[config.mk]
export PLATFORM = sky130hd
export DESIGN_NAME = ext_mem_result_writer
export DESIGN_NICKNAME = d
export VERILOG_FILES = /design/src/rtl/ext_mem_result_writer_pkg.sv /design/src/rtl/ext_mem_result_writer_adr_gen.sv /design/src/rtl/ext_mem_result_writer.sv
export SDC_FILE = /design/constraint.sdc
export NUM_CORES = 1
export LEC_CHECK = 0
export CAP_MARGIN = 5
export CORE_MARGIN = 5
export CORE_UTILIZATION = 45
export DETAILED_ROUTE_END_ITERATION = 16
export PLACE_DENSITY_LB_ADDON = 0.3
export SETUP_SLACK_MARGIN = 0.1
export SLEW_MARGIN = 10
export SYNTH_ARGS = -nofsm -noshare
export SYNTH_HDL_FRONTEND = slang
export SYNTH_SLANG_ARGS = --single-unit
[constraint.sdc]
create_clock -name clk -period 1.84 [get_ports clk]
set_input_delay 0.184 -clock clk [delete_from_list [all_inputs] [get_ports clk]]
set_output_delay 0.184 -clock clk [all_outputs]
set_load 0.05 [all_outputs]
[src/rtl/ext_mem_result_writer_pkg.sv]
// Shared types and default widths for the external-memory result writer.
// The optional checksum feature is enabled with the WR_CHECKSUM_EN macro.
package ext_mem_result_writer_pkg;

   localparam int unsigned DATA_W_DEF = 8;
   localparam int unsigned ADR_W_DEF  = 8;
   localparam int unsigned CSUM_W     = 16;

   typedef enum logic [2:0] {
      IDLE   = 3'd0,
      GET_LO = 3'd1,
      GET_HI = 3'd2,
      WRITE  = 3'd3,
      DONE   = 3'd4
   } state_e;

endpackage

[src/rtl/ext_mem_result_writer_adr_gen.sv]
// Write-address generator: holds the image base address and word counter,
// presents base+count (wrapping) and flags the last word of the image.
module ext_mem_result_writer_adr_gen
   import ext_mem_result_writer_pkg::*;
#(
   parameter int unsigned ADR_W      = ADR_W_DEF,
   parameter int unsigned IMG_PIXELS = 64
) (
   input  logic             clk,
   input  logic             reset,
   input  logic             load,
   input  logic             inc,
   input  logic [ADR_W-1:0] base_adr,
   output logic [ADR_W-1:0] adr_c,
   output logic             last_word_c
);

   localparam int unsigned WORDS = IMG_PIXELS / 2;
   localparam int unsigned CNT_W = (WORDS > 1) ? $clog2(WORDS) : 1;

   logic [ADR_W-1:0] base_q, base_d;
   logic [CNT_W-1:0] cnt_q, cnt_d;

   always_comb begin
      base_d = base_q;
      cnt_d  = cnt_q;
      if (load) begin
         base_d = base_adr;
         cnt_d  = '0;
      end else if (inc) begin
         cnt_d = cnt_q + CNT_W'(1);
      end
   end

   always_ff @(posedge clk) begin
      if (!reset) begin
         base_q <= '0;
         cnt_q  <= '0;
      end else begin
         base_q <= base_d;
         cnt_q  <= cnt_d;
      end
   end

   // Address arithmetic is modulo 2^ADR_W by construction.
   assign adr_c       = base_q + ADR_W'(cnt_q);
   assign last_word_c = (cnt_q == CNT_W'(WORDS - 1));

endmodule

[src/rtl/ext_mem_result_writer.sv]
// Packs the processed pixel stream into pairs and writes them to the external
// result memory. Define WR_CHECKSUM_EN to add the per-image 16-bit checksum.
module ext_mem_result_writer
   import ext_mem_result_writer_pkg::*;
#(
   parameter int unsigned DATA_W     = DATA_W_DEF,
   parameter int unsigned ADR_W      = ADR_W_DEF,
   parameter int unsigned IMG_PIXELS = 64
) (
   input  logic              clk,
   input  logic              reset,
   input  logic              start,
   input  logic [ADR_W-1:0]  base_adr,
   input  logic [DATA_W-1:0] pix_in,
   input  logic              pix_valid,
   output logic              pix_ready,
   output logic              wr_en,
   output logic [ADR_W-1:0]  wr_adr,
   output logic [DATA_W-1:0] wr_data1,
   output logic [DATA_W-1:0] wr_data2,
   output logic              busy,
   output logic              complete
`ifdef WR_CHECKSUM_EN
   ,
   output logic [CSUM_W-1:0] checksum
`endif
);

   state_e            state_q, state_d;
   logic [DATA_W-1:0] lo_q, lo_d;
   logic              pix_ready_q, pix_ready_d;
   logic              wr_en_q, wr_en_d;
   logic [ADR_W-1:0]  wr_adr_q, wr_adr_d;
   logic [DATA_W-1:0] wr_data1_q, wr_data1_d;
   logic [DATA_W-1:0] wr_data2_q, wr_data2_d;
   logic              busy_q, busy_d;
   logic              complete_q, complete_d;
   logic              load_c, inc_c;
   logic [ADR_W-1:0]  adr_c;
   logic              last_word_c;
`ifdef WR_CHECKSUM_EN
   logic [CSUM_W-1:0] csum_q, csum_d;
`endif

   ext_mem_result_writer_adr_gen #(
      .ADR_W      (ADR_W),
      .IMG_PIXELS (IMG_PIXELS)
   ) u_adr_gen (
      .clk         (clk),
      .reset       (reset),
      .load        (load_c),
      .inc         (inc_c),
      .base_adr    (base_adr),
      .adr_c       (adr_c),
      .last_word_c (last_word_c)
   );

   always_comb begin
      state_d    = state_q;
      lo_d       = lo_q;
      wr_en_d    = 1'b0;
      wr_adr_d   = wr_adr_q;
      wr_data1_d = wr_data1_q;
      wr_data2_d = wr_data2_q;
      busy_d     = busy_q;
      complete_d = complete_q;
      load_c     = 1'b0;
      inc_c      = 1'b0;
`ifdef WR_CHECKSUM_EN
      csum_d     = csum_q;
`endif
      case (state_q)
         IDLE: begin
            if (start) begin
               load_c     = 1'b1;
               busy_d     = 1'b1;
               complete_d = 1'b0;
`ifdef WR_CHECKSUM_EN
               csum_d     = '0;
`endif
               state_d    = GET_LO;
            end
         end
         GET_LO: begin
            if (pix_valid && pix_ready_q) begin
               lo_d    = pix_in;
               state_d = GET_HI;
            end
         end
         GET_HI: begin
            // Write strobe and payload are registered so they appear in WRITE.
            if (pix_valid && pix_ready_q) begin
               wr_en_d    = 1'b1;
               wr_adr_d   = adr_c;
               wr_data1_d = lo_q;
               wr_data2_d = pix_in;
               state_d    = WRITE;
            end
         end
         WRITE: begin
`ifdef WR_CHECKSUM_EN
            csum_d = csum_q + CSUM_W'(wr_data1_q) + CSUM_W'(wr_data2_q);
`endif
            if (last_word_c) begin
               busy_d     = 1'b0;
               complete_d = 1'b1;
               state_d    = DONE;
            end else begin
               inc_c   = 1'b1;
               state_d = GET_LO;
            end
         end
         DONE: begin
            state_d = IDLE;
         end
         default: begin
            state_d = IDLE;
         end
      endcase
      pix_ready_d = (state_d == GET_LO) || (state_d == GET_HI);
   end

   always_ff @(posedge clk) begin
      if (!reset) begin
         state_q     <= IDLE;
         lo_q        <= '0;
         pix_ready_q <= 1'b0;
         wr_en_q     <= 1'b0;
         wr_adr_q    <= '0;
         wr_data1_q  <= '0;
         wr_data2_q  <= '0;
         busy_q      <= 1'b0;
         complete_q  <= 1'b0;
`ifdef WR_CHECKSUM_EN
         csum_q      <= '0;
`endif
      end else begin
         state_q     <= state_d;
         lo_q        <= lo_d;
         pix_ready_q <= pix_ready_d;
         wr_en_q     <= wr_en_d;
         wr_adr_q    <= wr_adr_d;
         wr_data1_q  <= wr_data1_d;
         wr_data2_q  <= wr_data2_d;
         busy_q      <= busy_d;
         complete_q  <= complete_d;
`ifdef WR_CHECKSUM_EN
         csum_q      <= csum_d;
`endif
      end
   end

   assign pix_ready = pix_ready_q;
   assign wr_en     = wr_en_q;
   assign wr_adr    = wr_adr_q;
   assign wr_data1  = wr_data1_q;
   assign wr_data2  = wr_data2_q;
   assign busy      = busy_q;
   assign complete  = complete_q;
`ifdef WR_CHECKSUM_EN
   assign checksum  = csum_q;
`endif

endmodule

==> metrics <==
status=finished, final reports clean; HPWL Detailed=3690 µm; clk_lat worst skew=0.31 ns; Final Cycle Share=0.950; fin. max-slew vios=0; Hold Path Cell Cnt=3; Post-synth EDFFs=0; critical path depth=8; setup_tns=0 ns; Comb power frac=0.100; I/O Buffers=47; core footprint=0.00504 mm²; Hold Path Sink=u_adr_gen.base_q[0]; flop2flop setup slack=0.09 ns; post-DR wirelength/cell=13.6 µm; area grow syn2layout=34.4%; Max Root-Sink Buffers=2; layout cells sized above 1=0.210; syn nets=279; synthesized cell area=0.00230 mm²; clock power share=0.328; pre-CTS setup slack=0.0160 ns; Worst setup SP type=flop; CTS tree=built; asr flop ratio synth=0; Design Area, Final=0.00309 mm²; Max Clock Skew=0.0144 ns; Routed Antenna Nets=0; CP required=2.04 ns; Post-synth top flop=dfxtp_1; YS warnings=0; Static Leakage=0.00110 µW; worst-path cell chain=ha_4 -> and3_4 -> ha_4 -> nor4bb_1 -> buf_4 -> nand4_1 -> xor2_1 -> nor2_1; clock slew at reported path FFs=0.09 ns; Fmax achieved=572 MHz; num rows=26; final hold vios=0; Initial Utilization=0.456; overall power=2060 µW; Final WS setup=0.0922 ns; total internal power=1520 µW; Avg Cell Area, Syn=9.16 µm²; cell type contributing the most total cell area after synthesis=dfxtp_1; Die X=81.5 µm; share of Yosys cell area claimed by the top area cell type=0.453; ant diodes=0; worst r2r dst=u_adr_gen.cnt_q[3]; Tmin final=1.75 ns; Sink Count=52; Worst-Margin Slew=0.612 ns; DP Area=0.00288 mm²; relative slew slack=0.592; H-tree level count=2; GR Overflow Total=0; first-pass GRT wire length=8150 µm; vias in the first global route=1738; Post-route DRC=0; max cap viols=0; crit path max fanout=6; worst hold path type=input port to flop; placer congestion estimate=0.807; antenna violations before repair=0; switching pwr=533 µW; Post-Route WL=5150 µm; Worst Path Arrival=1.94 ns; largest net degree at the start of global routing=22; die height=81.5 µm; overall routing resource usage=0.160; register bit total from synthesis=52; cts hold-fix bufs=0; io pins=48; die area=0.00664 mm²; RSZ-0062 raised after global routing=true; pwr/cell area=666 mW/mm²; synth top area cells=dfxtp_1 45%, nand2_1 9.0%, a21oi_2 6.9%, mux2i_1 4.8%, nor2_1 4.1%; DR iter-0 viols=124; r2r startpoint=u_adr_gen.cnt_q[0]; CP Buf/Inv Count=1; DR vias/cell=5.02; drt pass-1 iters=4; sequential area share after synthesis=0.453; final setup fails=0; Root Driver=clkbuf_8; Cells after Synth=251; post-synth cell types=46; Net Sw Frac=0.259; CP Capture Type=flop; highest-delay cell along the critical path=dfxtp_4; VDD IR max=0.349 mV; CP peak stage delay=0.38 ns; Crit Path Category=flop to flop; vias=1908; R2R depth=8; Post-layout nets=337; post-layout util=0.613; critical path's most frequent cell=ha_4; Worst Min Path Start=base_adr[0]; Largest delay share family, worst path=simple AND/OR/NAND/NOR gates; TritonCTS buffer count=5; Reg power frac=0.572
==> state kept, by name (all words and copies together) (netlist names) <==
register and count:
u_adr_gen.base_q 8, wr_en 1, wr_data2 8, wr_data1 8, complete 1, pix_ready 1
busy 1, state_q 3, lo_q 8, u_adr_gen.cnt_q 5, wr_adr 8
==> how the worst max path moves through the flow <==
stage                                  start            endpoint  slack [ns]
after floorplan           u_adr_gen.cnt_q[0]  u_adr_gen.cnt_q[3]        0.13
after global placement    u_adr_gen.cnt_q[0]  u_adr_gen.cnt_q[3]        0.08
after detailed placement  u_adr_gen.cnt_q[0]           wr_adr[6]        0.02
after CTS                 u_adr_gen.cnt_q[0]           wr_adr[6]        0.08
after global routing      u_adr_gen.cnt_q[0]  u_adr_gen.cnt_q[3]        0.02
final                     u_adr_gen.cnt_q[0]  u_adr_gen.cnt_q[3]        0.09
==> placed cells by master (no fill, tap or decap), types with 4 or more instances in the layout <==
| cell | count |
|---|---|
| a21oi_1 | 13 |
| mux2i_1 | 11 |
| clkbuf_8 | 5 |
| a211oi_1 | 4 |
| clkdlybuf4s50_1 | 45 |
| nand3_1 | 4 |
| ha_1 | 4 |
| dfxtp_1 | 48 |
| nor2_1 | 25 |
| a21oi_2 | 18 |
| nand2_1 | 55 |
| buf_4 | 17 |
==> tightest hold or removal path: stages <==
cell and delay, ns:
clkdlybuf4s50_1 0.40, nand2_1 0.06, a21oi_1 0.05
==> cell type report <==
class	instances	area, µm²
fill	444	1950
multi-input combinational	181	1230
sequential	52	1050
timing repair buffer	65	611
tap	70	87.6
clock buffer	5	68.8
clock inverter	3	25.0
inverter	4	15.0
==> per-stage QoR <==
stage               cells  hold slack [ns]
global placement      368            0.447
floorplan             251            0.320
global route          380            0.406
finish                380            0.417
detailed placement    368            0.447
CTS                   380            0.407
==> repair_timing <==
item	in CTS	in global routing
gates resized for setup	7	14
pin swaps	4	5
endpoints found under the setup margin	5	8
buffers inserted	4	0
==> power by group through the flow <==
stage | Clock (µW) | Sequential [µW] | Combinational, µW
3_3_place_gp | 0 | 1200 | 201
4_1_cts | 696 | 1180 | 204
6_report | 676 | 1180 | 206
2_1_floorplan | 0 | 1210 | 107
5_1_grt | 746 | 1180 | 223
3_5_place_dp | 0 | 1200 | 203
==> Yosys cell counts (4+ instances only) <==
| library cell | n |
|---|---|
| nand2_1 | 55 |
| dfxtp_1 | 52 |
| nor2_1 | 25 |
| a21oi_2 | 18 |
| a21oi_1 | 13 |
| mux2i_1 | 11 |
| ha_1 | 7 |
| clkbuf_1 | 5 |
| a211oi_1 | 4 |
| inv_1 | 4 |
| nand3_1 | 4 |
==> kinds of logic (layout without fill, tap and decap cells) <==
family,count (synthesis),after routing,share of synthesized area
buf+inv,18,77,0.0425
fa+ha+maj,8,8,0.0468
mux,11,11,0.0479
simple gates,106,106,0.230
xor+xnor,4,4,0.0152
flops,52,52,0.453
compound gates,52,52,0.164
==> routing by layer <==
layer  vias to the layer above  track usage  share of wire  wire length [µm]
met5                         -            0              0                 0
met4                         0       0.0456          0.011                58
met3                         7       0.0417          0.054               278
met2                        53        0.274           0.48              2480
met1                       869        0.198           0.45              2340
li1                        979            -              -                 -
No activity file was read; power rests on OpenSTA's default activity.
